<file path="src/rtl/uart_pkg.sv">
// Shared constants and types for the UART response encoder.
// Latency: n/a (declarations only).
// Backpressure: n/a.
package uart_pkg;

    // ASCII characters used in response frames
    localparam logic [7:0] ASCII_EXCL = 8'h21;
    localparam logic [7:0] ASCII_R    = 8'h52;
    localparam logic [7:0] ASCII_W    = 8'h57;
    localparam logic [7:0] ASCII_CR   = 8'h0D;
    localparam logic [7:0] ASCII_LF   = 8'h0A;
    localparam logic [7:0] ASCII_ZERO = 8'h30;
    localparam logic [7:0] ASCII_A    = 8'h41;

    // Encoder control states
    typedef enum logic [1:0] {
        ST_IDLE = 2'd0,
        ST_SEND = 2'd1,
        ST_FIN  = 2'd2
    } state_t;

    // Frame lengths with the CR LF terminator appended
    localparam logic [3:0] LEN_FAIL_CRLF  = 4'd3;
    localparam logic [3:0] LEN_WRITE_CRLF = 4'd5;
    localparam logic [3:0] LEN_READ_CRLF  = 4'd13;

    // Frame lengths without a terminator
    localparam logic [3:0] LEN_FAIL_RAW   = 4'd1;
    localparam logic [3:0] LEN_WRITE_RAW  = 4'd3;
    localparam logic [3:0] LEN_READ_RAW   = 4'd11;

endpackage

</file>
<file path="src/rtl/uart_enc_if.sv">
// Request/response and TX byte-stream bundle between core, encoder and serializer.
// Latency: n/a (wires only).
// Backpressure: TX stream is valid/ready; TX_VALID holds until TX_READY.
interface uart_enc_if;

    logic        START;
    logic        STATE_R_IN;
    logic        STATE_W_IN;
    logic        FAIL_IN;
    logic [7:0]  ADDR_IN;
    logic [31:0] DATA_IN;
    logic [7:0]  TX_DATA;
    logic        TX_VALID;
    logic        TX_READY;
    logic        BUSY;
    logic        DONE;

    // Encoder side: takes the request, sources the TX byte stream
    modport master (
        input  START, STATE_R_IN, STATE_W_IN, FAIL_IN, ADDR_IN, DATA_IN, TX_READY,
        output TX_DATA, TX_VALID, BUSY, DONE
    );

    // Core/serializer side: issues the request, sinks the TX byte stream
    modport slave (
        output START, STATE_R_IN, STATE_W_IN, FAIL_IN, ADDR_IN, DATA_IN, TX_READY,
        input  TX_DATA, TX_VALID, BUSY, DONE
    );

endinterface

</file>
<file path="src/rtl/uart_hex2ascii.sv">
// Converts one 4-bit nibble into its uppercase ASCII hex character.
// Latency: combinational.
// Backpressure: none.
module uart_hex2ascii
    import uart_pkg::*;
(
    input  logic [3:0] nibble,
    output logic [7:0] ascii
);

    // '0'..'9' for 0..9, 'A'..'F' for 10..15
    always_comb begin
        if (nibble <= 4'd9) begin
            ascii = ASCII_ZERO + {4'h0, nibble};
        end else begin
            ascii = ASCII_A + {4'h0, nibble} - 8'd10;
        end
    end

endmodule

</file>
<file path="src/rtl/uart_enc.sv">
// Encodes a R/W/fail response into an ASCII-hex byte frame; UART_ENC_CRLF_EN appends CR LF.
// Latency: first byte registered one cycle after START; DONE one cycle after last byte accepted.
// Backpressure: TX_DATA/TX_VALID held while TX_READY low; START ignored while busy.
module uart_enc
    import uart_pkg::*;
(
    input  logic        CLK,
    input  logic        RST,
    uart_enc_if.master  bus
);

`ifdef UART_ENC_CRLF_EN
    localparam logic [3:0] LEN_FAIL  = LEN_FAIL_CRLF;
    localparam logic [3:0] LEN_WRITE = LEN_WRITE_CRLF;
    localparam logic [3:0] LEN_READ  = LEN_READ_CRLF;
`else
    localparam logic [3:0] LEN_FAIL  = LEN_FAIL_RAW;
    localparam logic [3:0] LEN_WRITE = LEN_WRITE_RAW;
    localparam logic [3:0] LEN_READ  = LEN_READ_RAW;
`endif

    state_t      state_q, state_d;
    logic [7:0]  addr_q, addr_d;
    logic [31:0] data_q, data_d;
    logic [3:0]  idx_q, idx_d;
    logic [3:0]  len_q, len_d;
    logic [7:0]  tx_data_q, tx_data_d;
    logic        tx_valid_q, tx_valid_d;
    logic        busy_q, busy_d;
    logic        done_q, done_d;

    logic        frm_ok;
    logic [7:0]  frm_hdr;
    logic [3:0]  frm_len;

    logic [3:0]  sel_idx;
    logic [3:0]  nib;
    logic [7:0]  hex_char;
    logic [7:0]  nxt_byte;

    // The byte being prepared is always the one after the byte on the bus
    assign sel_idx = idx_q + 4'd1;

    // Nibble for the next byte: address high/low, then data MSB nibble first
    always_comb begin
        nib = 4'h0;
        case (sel_idx)
            4'd1:    nib = addr_q[7:4];
            4'd2:    nib = addr_q[3:0];
            4'd3:    nib = data_q[31:28];
            4'd4:    nib = data_q[27:24];
            4'd5:    nib = data_q[23:20];
            4'd6:    nib = data_q[19:16];
            4'd7:    nib = data_q[15:12];
            4'd8:    nib = data_q[11:8];
            4'd9:    nib = data_q[7:4];
            4'd10:   nib = data_q[3:0];
            default: nib = 4'h0;
        endcase
    end

    uart_hex2ascii u_hex2ascii (
        .nibble (nib),
        .ascii  (hex_char)
    );

    // Next byte: hex char, or the terminator occupying the last two slots
    always_comb begin
        nxt_byte = hex_char;
`ifdef UART_ENC_CRLF_EN
        if (sel_idx == len_q - 4'd2) begin
            nxt_byte = ASCII_CR;
        end else if (sel_idx == len_q - 4'd1) begin
            nxt_byte = ASCII_LF;
        end
`endif
    end

    // Next-state and datapath: classify in IDLE, stream in SEND, pulse DONE in FIN
    always_comb begin
        state_d    = state_q;
        addr_d     = addr_q;
        data_d     = data_q;
        idx_d      = idx_q;
        len_d      = len_q;
        tx_data_d  = tx_data_q;
        tx_valid_d = tx_valid_q;
        busy_d     = busy_q;
        done_d     = 1'b0;
        frm_ok     = 1'b0;
        frm_hdr    = 8'h00;
        frm_len    = 4'd0;

        // Fail has priority; R and W must be mutually exclusive otherwise
        if (bus.FAIL_IN) begin
            frm_ok  = 1'b1;
            frm_hdr = ASCII_EXCL;
            frm_len = LEN_FAIL;
        end else if (bus.STATE_R_IN && !bus.STATE_W_IN) begin
            frm_ok  = 1'b1;
            frm_hdr = ASCII_R;
            frm_len = LEN_READ;
        end else if (!bus.STATE_R_IN && bus.STATE_W_IN) begin
            frm_ok  = 1'b1;
            frm_hdr = ASCII_W;
            frm_len = LEN_WRITE;
        end

        case (state_q)
            ST_IDLE: begin
                if (bus.START) begin
                    addr_d = bus.ADDR_IN;
                    data_d = bus.DATA_IN;
                    idx_d  = 4'd0;
                    if (frm_ok) begin
                        len_d      = frm_len;
                        tx_data_d  = frm_hdr;
                        tx_valid_d = 1'b1;
                        busy_d     = 1'b1;
                        state_d    = ST_SEND;
                    end
                end
            end
            ST_SEND: begin
                if (tx_valid_q && bus.TX_READY) begin
                    if (idx_q == len_q - 4'd1) begin
                        idx_d      = 4'd0;
                        tx_data_d  = 8'h00;
                        tx_valid_d = 1'b0;
                        busy_d     = 1'b0;
                        done_d     = 1'b1;
                        state_d    = ST_FIN;
                    end else begin
                        idx_d     = sel_idx;
                        tx_data_d = nxt_byte;
                    end
                end
            end
            ST_FIN: begin
                state_d = ST_IDLE;
            end
            default: begin
                state_d = ST_IDLE;
            end
        endcase
    end

    // State and output registers with synchronous reset
    always_ff @(posedge CLK) begin
        if (RST) begin
            state_q    <= ST_IDLE;
            addr_q     <= 8'h00;
            data_q     <= 32'h0;
            idx_q      <= 4'd0;
            len_q      <= 4'd0;
            tx_data_q  <= 8'h00;
            tx_valid_q <= 1'b0;
            busy_q     <= 1'b0;
            done_q     <= 1'b0;
        end else begin
            state_q    <= state_d;
            addr_q     <= addr_d;
            data_q     <= data_d;
            idx_q      <= idx_d;
            len_q      <= len_d;
            tx_data_q  <= tx_data_d;
            tx_valid_q <= tx_valid_d;
            busy_q     <= busy_d;
            done_q     <= done_d;
        end
    end

    assign bus.TX_DATA  = tx_data_q;
    assign bus.TX_VALID = tx_valid_q;
    assign bus.BUSY     = busy_q;
    assign bus.DONE     = done_q;

endmodule

</file>
<file path="src/flat_wrapper.sv">
// flat-port wrapper written by rule: the top's interface ports become plain ports
module uart_enc_flat import uart_pkg::*;
  (CLK, RST, bus_START, bus_STATE_R_IN, bus_STATE_W_IN, bus_FAIL_IN, bus_ADDR_IN, bus_DATA_IN, bus_TX_READY, bus_TX_DATA, bus_TX_VALID, bus_BUSY, bus_DONE);
  uart_enc_if bus_i ();
  input  logic CLK;
  input  logic RST;
  input wire logic [$bits(bus_i.START)-1:0] bus_START;
  input wire logic [$bits(bus_i.STATE_R_IN)-1:0] bus_STATE_R_IN;
  input wire logic [$bits(bus_i.STATE_W_IN)-1:0] bus_STATE_W_IN;
  input wire logic [$bits(bus_i.FAIL_IN)-1:0] bus_FAIL_IN;
  input wire logic [$bits(bus_i.ADDR_IN)-1:0] bus_ADDR_IN;
  input wire logic [$bits(bus_i.DATA_IN)-1:0] bus_DATA_IN;
  input wire logic [$bits(bus_i.TX_READY)-1:0] bus_TX_READY;
  output wire logic [$bits(bus_i.TX_DATA)-1:0] bus_TX_DATA;
  output wire logic [$bits(bus_i.TX_VALID)-1:0] bus_TX_VALID;
  output wire logic [$bits(bus_i.BUSY)-1:0] bus_BUSY;
  output wire logic [$bits(bus_i.DONE)-1:0] bus_DONE;
  assign bus_i.START = bus_START;
  assign bus_i.STATE_R_IN = bus_STATE_R_IN;
  assign bus_i.STATE_W_IN = bus_STATE_W_IN;
  assign bus_i.FAIL_IN = bus_FAIL_IN;
  assign bus_i.ADDR_IN = bus_ADDR_IN;
  assign bus_i.DATA_IN = bus_DATA_IN;
  assign bus_i.TX_READY = bus_TX_READY;
  assign bus_TX_DATA = bus_i.TX_DATA;
  assign bus_TX_VALID = bus_i.TX_VALID;
  assign bus_BUSY = bus_i.BUSY;
  assign bus_DONE = bus_i.DONE;
  uart_enc u_core (.CLK(CLK), .RST(RST), .bus(bus_i));
endmodule
</file>
<file path="config.mk">
export PLATFORM = sky130hd
export DESIGN_NAME = uart_enc_flat
export DESIGN_NICKNAME = d
export VERILOG_FILES = /design/src/rtl/uart_pkg.sv /design/src/rtl/uart_enc_if.sv /design/src/rtl/uart_hex2ascii.sv /design/src/rtl/uart_enc.sv /design/src/flat_wrapper.sv
export SDC_FILE = /design/constraint.sdc
export NUM_CORES = 1
export LEC_CHECK = 0
export BUFFER_PORTS_ARGS = -buffer_cell sky130_fd_sc_hd__buf_2
export CAP_MARGIN = 20
export CORE_MARGIN = 2
export CORE_UTILIZATION = 45
export DETAILED_ROUTE_END_ITERATION = 10
export PLACE_DENSITY = 0.67
export SKIP_LAST_GASP = 1
export SLEW_MARGIN = 25
export SYNTH_ARGS = -nofsm -noshare
export SYNTH_HDL_FRONTEND = slang
export SYNTH_SLANG_ARGS = --single-unit
</file>
<file path="constraint.sdc">
create_clock -name CLK -period 5 [get_ports CLK]
set_input_delay 0.25 -clock CLK [delete_from_list [all_inputs] [get_ports CLK]]
set_output_delay 0.25 -clock CLK [all_outputs]
set_load 0.03 [all_outputs]
</file>
* Yosys cells after proc, flatten, opt, wreduce, memory -nomap -nowiden
Index checks and enable logic that the tools add are counted.
** Word-level totals
- Flip-flop bits (word level) :: 60
- Input bits :: 47
- Output and inout port bits :: 11
- Logic and storage cells :: 77
** Cells by class
- $add $sub $neg :: 5
- Magnitude comparators :: 1
- Equality and inequality tests :: 16
- Muxes and demuxes :: 31
- Bitwise operators :: 2
- Reductions and logical operators :: 14
** Operators with widths (number)
- 8-bit 2-to-1 mux :: 7
- 4-bit one-hot mux with 10 select lines :: 1
- 4-bit 2-to-1 mux :: 5
- 4-bit by 3-bit equality test with 1-bit output, second input constant :: 4
- 8-bit one-hot mux with 2 select lines :: 1
- 4-bit equality test, second input constant :: 3
- 2-bit 2-to-1 mux :: 5
- 7-bit by 4-bit adder with 8-bit output, first input constant :: 1
- 4-bit by 2-bit equality test with 1-bit output, second input constant :: 2
- 1-bit 2-to-1 mux :: 8
- 4-bit one-hot mux with 2 select lines :: 1
- 4-bit AND reduction :: 2
- 8-bit by 4-bit subtractor with 8-bit output, second input constant :: 1
- 6-bit by 4-bit adder with 7-bit output, first input constant :: 1
- 7-bit 2-to-1 mux :: 1
- 2-bit by 1-bit != test with 1-bit output, second input constant :: 3
- 3-bit AND reduction :: 2
- 5-bit AND reduction :: 1
- 4-bit by 1-bit adder with 4-bit output, second input constant :: 1
- 4-bit by 1-bit equality test with 1-bit output, second input constant :: 1
- 4-bit equality test :: 1
- 4-bit <= comparator, second input constant :: 1
- 2-bit one-hot mux with 2 select lines :: 1
- 4-bit by 1-bit subtractor with 4-bit output, second input constant :: 1
- 10 further kinds :: 14

* Logic depth before layout (Yosys ltp)
- Depth after elaboration :: 9
- Gate-level depth with buffers :: 13
- Gate-level depth less buffers :: 12

* Modules after synthesis
A second synthesis with hierarchy kept.
** Second synthesis, totals
- Cells, all modules :: 359
- Area, all modules :: 2861.5 um^2
** By module, submodules not included
- uart_enc :: times used 1, cells an instance 344, area an instance 2741.4 um^2, sequential area each 1181.1 um^2
- uart_hex2ascii :: times used 1, cells an instance 15, area an instance 120.1 um^2, sequential area each 0.0 um^2

* Worst setup path after synthesis
OpenSTA, ideal clock, no wires.
- Path type :: register -> register
- Start point :: register u_core.idx_q[0]
- End point :: register u_core.tx_data_q[1] (netlist: u_core.bus.TX_DATA[1])
- Library setup time :: 0.058 ns
- Arrival :: 2.720 ns
- Required time :: 4.942 ns
- Path slack :: 2.222 ns
- Cell stages (with the launch flop) :: 12
- Cells stage by stage :: dfxtp_1 -> ha_1 -> buf_4 -> xor2_1 -> nor2_1 -> mux2_2 -> nor3_4 -> ha_1 -> or2_2 -> nand3_1 -> a2111oi_0 -> a211o_1
** On the way
- Word-level cells in the longest chain between the ends :: 9
- Elaborated cells on any way between the ends :: 21
- Classes of those cells :: add/sub: 4; order compare: 1; eq/ne: 11; mux: 5
** Ends and longest elaborated chain
- from (decl) :: RTL line uart_enc.sv:25 : logic [3:0] idx_q, idx_d;
- from (signal assigned) :: RTL line uart_enc.sv:164 : idx_q <= idx_d;
- 4-bit by 1-bit adder with 4-bit output :: RTL line uart_enc.sv:42 : assign sel_idx = idx_q + 4'd1;
- 4-bit equality test, or another cell as far along :: RTL line uart_enc.sv:47 : case (sel_idx)
- 4-bit one-hot mux with 10 select lines :: RTL line uart_enc.sv:47
- 7-bit by 4-bit adder with 8-bit output :: RTL line uart_hex2ascii.sv:16 : ascii = ASCII_A + {4'h0, nibble} - 8'd10;
- 8-bit by 4-bit subtractor with 8-bit output :: RTL line uart_hex2ascii.sv:16
- 8-bit 2-to-1 mux :: RTL line uart_hex2ascii.sv:13 : if (nibble <= 4'd9) begin
- 8-bit 2-to-1 mux * :: RTL line uart_enc.sv:126 : if (idx_q == len_q - 4'd1) begin
- 8-bit 2-to-1 mux * :: RTL line uart_enc.sv:125 : if (tx_valid_q && bus.TX_READY) begin
- 8-bit one-hot mux with 2 select lines * :: RTL line uart_enc.sv:109 : case (state_q)
- to (signal assigned) :: RTL line uart_enc.sv:166 : tx_data_q <= tx_data_d;
- to (decl) :: RTL line uart_enc.sv:27 : logic [7:0] tx_data_q, tx_data_d;
Mark *: on every way between the ends. The rest lies on a longest branch, timed or not. The select of a mux whose other input is x is not followed.
A chain may end at the register's enable or synchronous reset.

* Final worst setup path
Ends and elaborated chain as after synthesis.

==> key figures <==
Status
  • Status: completed

CTS
  • Clk pin slew, worst setup/hold paths: 0.07 ns
  • Num CTS Buffers: 9
  • Clock root cell: clkbuf_8
  • Clock latency on the worst-skew pair: about 0.33 ns
  • # hold bufs at CTS: 0
  • H-Tree Depth: 3
  • Gates resized, CTS repair: 0
  • Num Clock Sinks: 58
  • TritonCTS clock tree: built
  • Post-CTS setup buffers: 0
  • Clk buf depth: 2

Yosys
  • Synthesized Nets: 420
  • Syn Std Cell Area: about 2900 um2
  • Average size of a mapped cell: 7.993 um2
  • YS warnings: 0
  • Post-synth EDFFs: 0
  • Register area share after synthesis: between 40% and 50%
  • Post-synthesis cell count: 363
  • Yosys cell types: 55
  • Yosys reg bits: 58
  • Post-synth ARST share: 0%
  • Ys flop type: dfxtp_1

Die
  • Core area: between 6000 and 7000 um2
  • I/O Pins: 58
  • Starting Density: 46.22%
  • DIE HEIGHT: 84.30 um
  • Chip width: ~84 um
  • Row cnt: 29
  • Total die area: 7106 um2

Pwr
  • Switching power: 0.3047 mW
  • Leak: between 1 and 1.5 nW
  • Max VDD drop: 205.7 uV
  • P per Cell Area: 328.9 nW/um2
  • Clock power frac: between 30% and 40%
  • Comb power frac: 14.8%
  • Reg power frac: 45.8%
  • Switching part of the total: 27.32%
  • Total Power: between 1 and 1.5 mW
  • Int Power: 0.8108 mW

Flow run
  • Number of max-cap violations: 0

Cells and area
  • P&R area growth vs syn: 16.90%
  • Inserted Diodes: 0
  • Final #Nets: about 460
  • Share of layout cells above drive strength 1: 22.82%

Setup path
  • CP startpoint kind: register
  • FF-to-FF Start: u_core.idx_q[0]
  • R2R depth: 10
  • Worst setup path start: u_core.idx_q[0]
  • Worst EP required: 5.28 ns
  • Worst path most repeated cell: ha_1
  • Register-to-Register Setup Slack: between 1.5 and 2 ns
  • Setup crit end kind: register
  • Setup CP Type: register to register
  • Crit-path max FO: 10
  • Critical Path AT: 3.66 ns
  • Slowest stage delay, CP: between 0.5 and 0.6 ns
  • Slowest cell on the critical path: xor2_1
  • Critical Path, Cell by Cell: ha_1 -> xor2_1 -> nor2_1 -> mux2_2 -> nor3_4 -> ha_1 -> or2_2 -> nand3_1 -> a2111oi_0 -> a211o_1

Timing
  • Peak Freq: 0.2955 GHz
  • Max-slew violations: 0
  • Final setup violating endpoints: 0
  • Fin. Hold Viols: 0
  • Clk_skew: 0.006360 ns
  • Slew HR: 48.65%
  • Setup TNS: 0 ns
  • Unrepaired setup endpoints after global routing: false
  • Fin crit share: about 68%
  • Tmin final: approximately 3.4 ns
  • Least-Margin Pin Slew: ~0.77 ns

Global route
  • Global-route wire length before repair: 11.16 mm
  • Initial antenna violation count: 0
  • Grt total ovfl: 0
  • Largest net degree at the start of global routing: 61
  • Gr usage total: 19.24%
  • Number of global-route vias before repair: roughly 2400

Drt
  • Via-per-instance ratio: approximately 5.3
  • Routed Antenna Nets: 0
  • Via count: 2575
  • DRT iter0 DRCs: 120
  • Total wire length: 6.549 mm
  • DRT Pass-1 Iters: 4
  • Routed len/inst: approximately 13 um
  • DRC: 0

Min path
  • Cell depth of the worst hold path: 3
  • Worst Hold Launch: bus_ADDR_IN[6]
  • Min-delay worst type: primary input to register

Place
  • HPWL after DPL: 4.636 mm
  • Routability cong.: 0.8717
  • # port buffers: between 50 and 60
==> placed cells by master (no fill, tap or decap), types with 3 or more instances in the layout <==
master	synthesis	final
nand2_1	91	91
dfxtp_1	58	58
buf_2	1	55
a21oi_1	54	54
nor2_1	19	19
clkbuf_8	0	11
ha_1	10	10
inv_1	9	9
a22oi_1	9	9
nand3_1	8	8
o21ai_0	8	8
nor3_1	5	5
mux2i_1	4	4
buf_4	4	4
xor2_1	3	3
a222oi_1	3	3
a211oi_1	3	3
nand4_1	3	3
or2_2	3	3
a211o_1	3	3
==> registers in the layout (all words and copies together), names as in the netlist <==
name / count
u_core.data_q: 32
u_core.addr_q: 8
u_core.bus.TX_DATA: 7
u_core.idx_q: 4
u_core.len_q: 3
u_core.state_q: 2
u_core.bus.DONE: 1
u_core.bus.TX_VALID: 1
==> worst paths after layout <==
| kind | to |
|---|---|
| max | u_core.bus.TX_DATA[1] |
| min reg2reg | u_core.data_q[22] |
| max reg2reg | u_core.bus.TX_DATA[1] |
| min | u_core.addr_q[6] |
==> per-layer routing <==
layer | share of wire (%) | wire (um) | up-vias | GRT usage [%]
li1 | - | - | 1341 | -
met1 | 48 | 3170 | 1167 | 26.16
met2 | 45 | 2933 | 59 | 29.37
met3 | 5.5 | 359 | 8 | 5.801
met4 | 1.3 | 85 | 0 | 6.158
met5 | 0 | 0 | - | 0
==> worst max-delay path, delay by kind of cell, from the launching register on <==
kind            cells  cell delay (ns)
xor+xnor            1             0.59
fa+ha+maj           2             0.64
flops               1             0.50
compound gates      2             0.66
simple gates        4             0.62
mux                 1             0.31
==> layout make-up <==
cell class,count,area [um2]
fill,621,2885
multi-input combinational,270,1590
sequential,58,1161
timing repair buffer,59,305.3
clock buffer,12,155.1
tap,77,96.34
clock inverter,4,50.05
inverter,9,33.78
==> power groups by stage <==
stage / clock, mW / sequential (mW) / combinational, mW
2_1_floorplan: 0 / 0.526 / 0.107
3_3_place_gp: 0 / 0.521 / 0.164
3_5_place_dp: 0 / 0.521 / 0.165
4_1_cts: 0.450 / 0.511 / 0.166
5_1_grt: 0.472 / 0.514 / 0.187
6_report: 0.440 / 0.511 / 0.165
==> cell usage after synthesis, types with 2 or more instances <==
cell / instances / share of area (%)
nor4_1: 2 / 0.43
xnor2_4: 2 / 1.9
clkbuf_1: 20 / 2.6
dfxtp_1: 58 / 40
a21oi_1: 54 / 9.3
or2_2: 3 / 0.65
and2_2: 2 / 0.52
a211oi_1: 3 / 0.78
inv_1: 9 / 1.2
and3_2: 2 / 0.52
a211o_1: 3 / 0.91
a32oi_1: 2 / 0.60
nand4b_1: 2 / 0.60
a311oi_1: 2 / 0.60
nand4_1: 3 / 0.65
nor2_1: 19 / 2.5
nor3_1: 5 / 0.86
buf_4: 4 / 1.0
a22oi_1: 9 / 2.3
nor2b_1: 2 / 0.43
nand2_1: 91 / 12
nand3_1: 8 / 1.4
mux2i_1: 4 / 1.4
xor2_1: 3 / 0.91
ha_1: 10 / 4.3
mux2_2: 2 / 0.78
o21ai_0: 8 / 1.4
nor3b_1: 2 / 0.52
a222oi_1: 3 / 1.0
==> kinds of logic after synthesis <==
family	Yosys count	synth area share, %
AOI/OAI and AO/OA	96	20.74
xor gates and xnor gates	7	3.666
adders and majority gates	10	4.312
buffers and inverters	35	5.347
DFF	58	40.02
muxes	7	2.673
other	1	0.1292
and+or+nand+nor	149	23.11
==> metrics by stage <==
step / area [um2] / std cells / hold slack, ns / utilization [%] / setup slack, ns
after floorplan: 2902 / 363 / 0.3466 / - / 2.222
final: 3392 / 489 / 0.1446 / 54.04 / 1.616
after CTS: 3390 / 489 / 0.1370 / 54.00 / 1.629
after detailed placement: 3184 / 473 / 0.4486 / 50.73 / 1.651
after global routing: 3392 / 489 / 0.1372 / 54.04 / 1.313
after global placement: 3184 / 473 / 0.4468 / 50.73 / 1.851
Power figures use the tool's default switching activity.
